==> src/rtl/disp_sched_pkg.sv <==
// Shared types and helpers for the disparity cost scheduler.
// Optional feature macro: DISP_UNIQUENESS_EN (second-best uniqueness check).
package disp_sched_pkg;

  typedef enum logic [1:0] {
    IDLE  = 2'd0,
    ISSUE = 2'd1,
    DRAIN = 2'd2,
    DONE  = 2'd3
  } state_t;

  // Widest all-ones cost; modules take the low CW bits as their "no cost yet" value.
  localparam logic [31:0] COST_MAX = 32'hFFFF_FFFF;

  // A hamming distance over w bits ranges 0..w, so it needs clog2(w+1) bits.
  function automatic int cost_width(input int census_width);
    return $clog2(census_width + 1);
  endfunction

  // Disparity index 0..max_disp-1.
  function automatic int disp_width(input int max_disp);
    return $clog2(max_disp);
  endfunction

endpackage

==> src/rtl/disparity_cost_scheduler_wta_tracker.sv <==
// Winner-take-all tracker: keeps the lowest cost seen and its disparity.
// With DISP_UNIQUENESS_EN it also tracks the lowest cost at any other
// disparity and flags results whose winning margin is too small.
module wta_tracker
  import disp_sched_pkg::*;
#(
  parameter int CW          = 4,
  parameter int DW          = 4,
  parameter int UNIQ_MARGIN = 1
) (
  input  logic          clk,
  input  logic          rst,
  input  logic          clear,
  input  logic          valid,
  input  logic [CW-1:0] cost,
  input  logic [DW-1:0] index,
  output logic [CW-1:0] next_best_cost,
  output logic [DW-1:0] next_best_d,
  output logic          unique_fail
);

  logic [CW-1:0] best_cost;
  logic [DW-1:0] best_d;

  if (UNIQ_MARGIN < 0) begin : g_bad_margin
    $error("wta_tracker: UNIQ_MARGIN must be non-negative");
  end

  // Strict less-than so that ties keep the earlier (lower) disparity.
  always_comb begin
    next_best_cost = best_cost;
    next_best_d    = best_d;
    if (valid && (cost < best_cost)) begin
      next_best_cost = cost;
      next_best_d    = index;
    end
  end

  // Best-so-far registers, restarted for every new pixel.
  always_ff @(posedge clk) begin
    if (rst || clear) begin
      best_cost <= COST_MAX[CW-1:0];
      best_d    <= '0;
    end else begin
      best_cost <= next_best_cost;
      best_d    <= next_best_d;
    end
  end

`ifdef DISP_UNIQUENESS_EN
  logic [CW-1:0] second_cost;
  logic [CW-1:0] next_second;
  logic [CW:0]   gap;

  // A displaced winner becomes the runner-up; otherwise a cheaper loser does.
  always_comb begin
    next_second = second_cost;
    if (valid) begin
      if (cost < best_cost) begin
        next_second = best_cost;
      end else if (cost < second_cost) begin
        next_second = cost;
      end
    end
    gap         = {1'b0, next_second} - {1'b0, next_best_cost};
    unique_fail = (int'(gap) < UNIQ_MARGIN);
  end

  // Runner-up register, restarted with the best-so-far.
  always_ff @(posedge clk) begin
    if (rst || clear) begin
      second_cost <= COST_MAX[CW-1:0];
    end else begin
      second_cost <= next_second;
    end
  end
`else
  // Without the uniqueness check only the watchdog can invalidate a result.
  always_comb begin
    unique_fail = 1'b0;
  end
`endif

endmodule

==> src/rtl/disparity_cost_scheduler.sv <==
// Per-pixel disparity search sequencer around a shared hamming pipeline.
// Issues one census comparison per cycle, collects costs in issue order,
// picks the winner and hands it downstream on a valid/ready handshake.
// Optional feature macro: DISP_UNIQUENESS_EN (see wta_tracker).
module disparity_cost_scheduler
  import disp_sched_pkg::*;
#(
  parameter  int CENSUS_WIDTH = 8,
  parameter  int MAX_DISP     = 16,
  parameter  int HD_LAT       = 4,
  parameter  int UNIQ_MARGIN  = 1,
  localparam int CW           = cost_width(CENSUS_WIDTH),
  localparam int DW           = disp_width(MAX_DISP)
) (
  input  logic                             clk,
  input  logic                             rst,
  input  logic                             s_valid,
  output logic                             s_ready,
  input  logic [CENSUS_WIDTH-1:0]          s_census_left,
  input  logic [MAX_DISP*CENSUS_WIDTH-1:0] s_census_right,
  output logic [CENSUS_WIDTH-1:0]          hd_census_left,
  output logic [CENSUS_WIDTH-1:0]          hd_census_right,
  output logic                             hd_valid_in,
  input  logic [CW-1:0]                    hd_dist,
  input  logic                             hd_valid_out,
  output logic                             m_valid,
  input  logic                             m_ready,
  output logic [DW-1:0]                    m_disparity,
  output logic [CW-1:0]                    m_cost,
  output logic                             m_invalid,
  output logic                             err_drain
);

  localparam int            DRW         = $clog2(HD_LAT + 3);
  localparam logic [DRW-1:0] DRAIN_LIMIT = DRW'(HD_LAT + 2);
  localparam logic [DW-1:0]  LAST_D      = DW'(MAX_DISP - 1);

  if (MAX_DISP < 2) begin : g_bad_disp
    $error("disparity_cost_scheduler: MAX_DISP must be at least 2");
  end

  state_t                           state;
  state_t                           next_state;
  logic [MAX_DISP*CENSUS_WIDTH-1:0] cand_reg;
  logic [DW-1:0]                    issue_cnt;
  logic [DW-1:0]                    next_issue;
  logic [DW-1:0]                    ret_cnt;
  logic [DRW-1:0]                   drain_cnt;
  logic                             accept;
  logic                             issue_last;
  logic                             collect;
  logic                             complete;
  logic                             timeout;
  logic [CW-1:0]                    next_best_cost;
  logic [DW-1:0]                    next_best_d;
  logic                             unique_fail;

  // State register.
  always_ff @(posedge clk) begin
    if (rst) begin
      state <= IDLE;
    end else begin
      state <= next_state;
    end
  end

  // Next-state logic.
  always_comb begin
    next_state = state;
    case (state)
      IDLE:    if (accept) next_state = ISSUE;
      ISSUE:   if (issue_last) next_state = DRAIN;
      DRAIN:   if (complete || timeout) next_state = DONE;
      DONE:    if (m_ready) next_state = IDLE;
      default: next_state = IDLE;
    endcase
  end

  // Control decode; results returning outside ISSUE/DRAIN are dropped.
  always_comb begin
    s_ready    = (state == IDLE) && !rst;
    m_valid    = (state == DONE);
    accept     = s_valid && s_ready;
    issue_last = (state == ISSUE) && (issue_cnt == LAST_D);
    collect    = ((state == ISSUE) || (state == DRAIN)) && hd_valid_out;
    complete   = (state == DRAIN) && collect && (ret_cnt == LAST_D);
    timeout    = (state == DRAIN) && !complete && (drain_cnt >= DRAIN_LIMIT);
    next_issue = issue_cnt + DW'(1);
  end

  // Issue side: registered operands, candidate 0 is presented straight from the accept.
  always_ff @(posedge clk) begin
    if (rst) begin
      hd_valid_in     <= 1'b0;
      hd_census_left  <= '0;
      hd_census_right <= '0;
      issue_cnt       <= '0;
    end else if (accept) begin
      hd_valid_in     <= 1'b1;
      hd_census_left  <= s_census_left;
      hd_census_right <= s_census_right[CENSUS_WIDTH-1:0];
      issue_cnt       <= '0;
    end else if (state == ISSUE) begin
      if (issue_last) begin
        hd_valid_in <= 1'b0;
      end else begin
        issue_cnt       <= next_issue;
        hd_census_right <= cand_reg[int'(next_issue)*CENSUS_WIDTH +: CENSUS_WIDTH];
      end
    end
  end

  // Candidate store, only meaningful between accept and the last issue.
  always_ff @(posedge clk) begin
    if (accept) begin
      cand_reg <= s_census_right;
    end
  end

  // Return counter (doubles as result disparity) and drain watchdog counter.
  always_ff @(posedge clk) begin
    if (rst || accept) begin
      ret_cnt   <= '0;
      drain_cnt <= '0;
    end else begin
      if (collect) begin
        ret_cnt <= ret_cnt + DW'(1);
      end
      if (issue_last) begin
        drain_cnt <= '0;
      end else if (state == DRAIN) begin
        drain_cnt <= drain_cnt + DRW'(1);
      end
    end
  end

  // Result capture on the finishing edge, including the cost absorbed on that edge.
  always_ff @(posedge clk) begin
    if (rst) begin
      m_disparity <= '0;
      m_cost      <= '0;
      m_invalid   <= 1'b0;
      err_drain   <= 1'b0;
    end else if (complete || timeout) begin
      m_disparity <= next_best_d;
      m_cost      <= next_best_cost;
      m_invalid   <= timeout || unique_fail;
      if (timeout) begin
        err_drain <= 1'b1;
      end
    end
  end

  wta_tracker #(
    .CW          (CW),
    .DW          (DW),
    .UNIQ_MARGIN (UNIQ_MARGIN)
  ) u_wta (
    .clk            (clk),
    .rst            (rst),
    .clear          (accept),
    .valid          (collect),
    .cost           (hd_dist),
    .index          (ret_cnt),
    .next_best_cost (next_best_cost),
    .next_best_d    (next_best_d),
    .unique_fail    (unique_fail)
  );

endmodule

==> config.mk <==
export PLATFORM = sky130hd
export DESIGN_NAME = disparity_cost_scheduler
export DESIGN_NICKNAME = d
export VERILOG_FILES = /design/src/rtl/disp_sched_pkg.sv /design/src/rtl/disparity_cost_scheduler_wta_tracker.sv /design/src/rtl/disparity_cost_scheduler.sv
export SDC_FILE = /design/constraint.sdc
export NUM_CORES = 1
export LEC_CHECK = 0
export BUFFER_PORTS_ARGS = -buffer_cell sky130_fd_sc_hd__buf_4
export CORE_MARGIN = 8
export CORE_UTILIZATION = 48
export CTS_CLUSTER_SIZE = 28
export DETAILED_ROUTE_END_ITERATION = 8
export PLACE_DENSITY = 0.83
export SLEW_MARGIN = 20
export SYNTH_ARGS = -nofsm -noshare
export SYNTH_HDL_FRONTEND = slang
export SYNTH_SLANG_ARGS = --single-unit
==> constraint.sdc <==
create_clock -name clk -period 5.4 [get_ports clk]
set_input_delay 1.08 -clock clk [delete_from_list [all_inputs] [get_ports clk]]
set_output_delay 1.08 -clock clk [all_outputs]
set_load 0.005 [all_outputs]
# ---- Yosys cells after proc, flatten, opt, wreduce, memory -nomap -nowiden
# Index checks and enable logic that the tools add are counted.
dict set report totals {
  reg_bits 176
  latchBits 0
  ram_bits 0
  rom_bits 0
  inputBits 145
  output_inout_bits 29
  elab_cells 68
  n_memories 0
}
dict set report classes {
  add_sub_neg 3
  mul 0
  n_div 0
  n_lt_le_gt_ge 2
  n_eq_ne 10
  shifts 1
  mux 13
  bitwise_logic 1
  n_reduce_logical 24
}
# op count
set op_table {}
lappend op_table {{128-bit by 8-bit indexed part select with 8-bit output} 1}
lappend op_table {{8-bit two-way mux} 3}
lappend op_table {{1-bit logical AND} 9}
lappend op_table {{4-bit by 1-bit adder with 4-bit output (second input constant)} 2}
lappend op_table {{4-bit == test (second input constant)} 2}
lappend op_table {{2-bit two-way mux} 4}
lappend op_table {{4-bit two-way mux} 2}
lappend op_table {{2-bit case mux with 4 select lines} 1}
lappend op_table {{2-bit AND reduction} 4}
lappend op_table {{2-bit by 1-bit inequality test with 1-bit output (second input constant)} 3}
lappend op_table {{2-bit == test (second input constant)} 2}
lappend op_table {{4-bit less-than comparator} 1}
lappend op_table {{2-bit inequality test (second input constant)} 2}
lappend op_table {{4-bit AND reduction} 1}
lappend op_table {{2-bit nonzero test} 2}
lappend op_table {{2-bit OR reduction} 2}
lappend op_table {{3-bit by 1-bit adder with 3-bit output (second input constant)} 1}
lappend op_table {{3-bit >= comparator (second input constant)} 1}
lappend op_table {{1-bit logical OR} 3}
lappend op_table {{1-bit two-way mux} 3}
lappend op_table {{2-bit by 1-bit == test with 1-bit output (second input constant)} 1}
lappend op_table {{1-bit logical NOT} 2}
lappend op_table {{2-bit logical NOT} 1}
lappend op_table {{1-bit inverter} 1}

# ---- Depth between registers and ports, before layout
dict set report logic_depth {
  depth_word 11
  mapped_depth 8
  ltp_nobuf 7
}

# ---- Modules after synthesis
# Synthesis repeated with hierarchy kept, for this count alone.
dict set report unflattened {
  cells_unflattened 435
  area_unflattened_um2 7091.8
}
# module n_inst cells_each area_each_um2 seq_area_each_um2
set by_module_without_submodules {}
lappend by_module_without_submodules {disparity_cost_scheduler 1 377 6555.0 4644.5}
lappend by_module_without_submodules {wta_tracker 1 58 536.8 160.2}

# ---- Worst setup path before layout
# No wires, ideal clock.
dict set report synth_path {
  path_kind {input-to-reg}
  startpoint {input rst}
  endpoint {register hd_census_left[0]}
  setup_ps 73
  arrival_time_ps 5738
  required_ps 5327
  setup_slack_ps -411
  stages 5
  cell_sequence {nand3b_1 inv_1 buf_2 buf_1 a22o_1}
}
dict set report synth_via {
  elab_chain_len 3
}
# item line
set synth_rtl {}
lappend synth_rtl {{from (decl)} disparity_cost_scheduler.sv:16} ;# input logic rst,
lappend synth_rtl {{1-bit logical NOT} disparity_cost_scheduler.sv:81} ;# s_ready = (state == IDLE) && !rst;
lappend synth_rtl {{1-bit logical AND} disparity_cost_scheduler.sv:81}
lappend synth_rtl {{1-bit logical AND} disparity_cost_scheduler.sv:83} ;# accept = s_valid && s_ready;
lappend synth_rtl {{named net accept} disparity_cost_scheduler.sv:49} ;# logic accept;
lappend synth_rtl {{to (signal assigned)} disparity_cost_scheduler.sv:100} ;# hd_census_left <= s_census_left;
lappend synth_rtl {{to (decl)} disparity_cost_scheduler.sv:21} ;# output logic [CENSUS_WIDTH-1:0] hd_census_left,
# The timed path passes the listed nets, and every way through them passes these cells.
# A chain may end at the register's enable or synchronous reset.

# ---- Worst setup path after layout
dict set report layout_path {
  startpoint {input rst}
  endpoint {register cand_reg[36] (enable)}
}
dict set report layout_via {
  elab_chain_len 3
}
# item line
set layout_rtl {}
lappend layout_rtl {{1-bit logical NOT} disparity_cost_scheduler.sv:81}
lappend layout_rtl {{1-bit logical AND} disparity_cost_scheduler.sv:81}
lappend layout_rtl {{1-bit logical AND} disparity_cost_scheduler.sv:83}
lappend layout_rtl {{to (signal assigned)} disparity_cost_scheduler.sv:116} ;# cand_reg <= s_census_right;
lappend layout_rtl {{to (decl)} disparity_cost_scheduler.sv:44} ;# logic [MAX_DISP*CENSUS_WIDTH-1:0] cand_reg;
# Every way passes these cells.

==> impl_metrics.tcl <==
set metrics [dict create \
    status "finished, final reports clean" \
    start_util 0.4836 \
    min_period_ps 3177 \
    grt.met1_usage 0.2196 \
    multi_input_area_um2 1954 \
    drt-vias-per-instance 5.442 \
    synthCells 426 \
    clockBufferDepth 2 \
    p_leak_nw 3.344 \
    cts_setup_buffers 0 \
    setup_viol 0 \
    syn_nets 583 \
    largest_reg_flops 128 \
    cts_sinks 176 \
    dpl_worst_slack_ps 1791 \
    ys_top_cells_by_area "edfxtp_1 56%, dfxtp_1 14%, mux4_2 10%" \
    synth.most_common_cell "edfxtp_1" \
    crit_fanout 125 \
    crit_required_ps 5480 \
    die_w_um 135.9 \
    dp_hpwl_um 11430 \
    hold_class "flip-flop to flip-flop" \
    drtIter0Drc 240 \
    grt_pass1_vias 4689 \
    drv_slew 0 \
    finalSetupTns_ps 0 \
    ir_worst_vdd_mv 0.2359 \
    synth.avg_cell_area_um2 16.19 \
    synth_edf_count 128 \
    area_delta_synth_final_pct 29.31 \
    clkLatencyLatePin_ps 430 \
    antenna_found_initial 0 \
    layout_setup_ws_ps 2223 \
    slew_headroom 0.2907 \
    cts.htree.levels 4 \
    clock_skew_ps 13.78 \
    rsz0062_at_grt "no" \
    fin_crit_sh 0.5883 \
    max_slew.worst_pin.slew_ps 1063 \
    cp-end-kind "flip-flop" \
    fillCellCount 1020 \
    synth_top_cell_by_area "edfxtp_1" \
    cts-resized-gates 0 \
    vias 4337 \
    wirelength_um 15730 \
    die-height_um 135.9 \
    ctsHoldBuffers 0 \
    pwr_density_cell_nw_per_um2 422.1 \
    clockRootBuffer "clkbuf_16" \
    drtAntennaViolNets 0 \
    post_drt_wl_per_cell_um 19.74 \
    criticalPathCategory "input pin to flip-flop" \
    drc 0 \
    layout.nets 757 \
    yosys.cell_types.count 39 \
    ys_seq_elements 176 \
    num_antenna_cells 0 \
    grt_use_total 0.1737 \
    dieArea_um2 18460 \
    numPortBuffers 173 \
    netlist_top_cells_count "128 x edfxtp_1, 48 x dfxtp_1, 39 x nor2_1, 32 x mux4_2, 16 x a21oi_1" \
    clkTransAtPathRegs_ps 70 \
    cts_tree "yes" \
    place_congestion 0.7931 \
    synth_warnings 0 \
    use_met3 0.06652 \
    grt_max_degree 126 \
    async_flop_share 0 \
    fp-row-count 44 \
    grt_overflow 0 \
    grt_pass1_wl_um 24470 \
    cts_buffers 17 \
    cp-start-kind "input pin" \
    cap_violations 0 \
    hold_viol_final 0 \
    max_freq_ghz 0.3148 \
    regArea_um2 4806 \
    synth_ff_type "edfxtp_1" \
    drive_above_1_share 0.4029 \
    io_pins 174 \
    syn_area_um2 6895 \
    use_met2 0.2702 \
    ys_seq_area_frac 0.6968 \
    cp.arrival_ps 3260 \
    synth_top_area_share 0.5574 \
    core_area_um2 14260 \
    dr.pass1.iters 4 \
    grt_busiest_layer "met2" \
]
area by class of cell:
cell class | count | area share
Clock buffer | 18 | 0.04813
Multi-Input combinational cell | 219 | 0.2192
Clock inverter | 14 | 0.01488
Inverter | 10 | 0.004771
Timing Repair Buffer | 176 | 0.1482
Sequential cell | 176 | 0.5390
Tap cell | 184 | 0.02582
through the flow:
step                cells    util  hold slack (ps)  cell area [um2]  total power, W
floorplan             426       -            456.4             6900        0.002355
finish                797  0.6253            473.6             8916        0.003764
CTS                   797  0.6250            481.8             8912        0.003798
global placement      765  0.5856            458.7             8351        0.002591
detailed placement    765  0.5856            458.4             8351        0.002638
global route          797  0.6253            502.5             8916        0.003936
where the power goes:
part / internal, W / switching [W]
Sequential: 0.00166 / 0.0000698
Clock: 0.000642 / 0.000520
Combinational: 0.000411 / 0.000456
Total: 0.00272 / 0.00105
routing by layer:
metal  wire, um  vias up
li1           -     2016
met1       6579     2138
met2       7609      169
met3       1331       14
met4        208        0
met5          0        -
logic make-up (layout without fill, tap and decap cells):
family                   after synthesis  in the layout  synth area share
AND/OR/NAND/NOR                       94             94           0.06297
flip-flops                           176            176            0.6968
AO/OA/AOI/OAI                         61             61           0.06369
buffers and inverters                 31            218           0.02141
multiplexers                          45             45            0.1234
XOR/XNOR                               7              7          0.009982
adder cells (fa/ha/maj)               12             12           0.02177
critical path: stages:
cell and delay (ps):
buf_4 200, nand3b_1 500, inv_6 870, buf_4 490
placed cells by master (no fill, tap or decap), types with 2 or more instances in the layout:
cell	Yosys	final
a211oi_1	5	5
a21oi_1	16	15
a221oi_1	9	9
a22o_1	8	8
a311oi_1	5	5
a31oi_1	8	8
and2_1	2	2
buf_4	4	176
clkbuf_16	0	17
clkinv_2	0	2
clkinvlp_4	0	5
dfxtp_1	48	47
edfxtp_1	128	128
ha_1	12	12
inv_1	10	9
inv_6	0	5
mux2i_1	13	13
mux4_2	32	32
nand2_1	14	14
nand2b_1	6	6
nand3_1	11	11
nand3b_1	2	2
nor2_1	39	39
nor3_1	8	8
o21ai_0	3	3
or3_1	9	9
xnor2_1	3	2
xor2_1	3	3
path summary, 6_finish.rpt:
path / from / end / slack, ps / depth (start not counted)
setup / recovery: rst / cand_reg[36]$_DFFE_PP_ / 2220 / 4
hold reg to reg: hd_census_left[0]$_SDFFE_PP0P_ / hd_census_left[0]$_SDFFE_PP0P_ / 470 / 1
setup reg to reg: state[0]$_SDFFE_PP0P_ / cand_reg[36]$_DFFE_PP_ / 2410 / 5
hold / removal: hd_census_left[0]$_SDFFE_PP0P_ / hd_census_left[0]$_SDFFE_PP0P_ / 470 / 1
(Power assumes the default switching activity.)
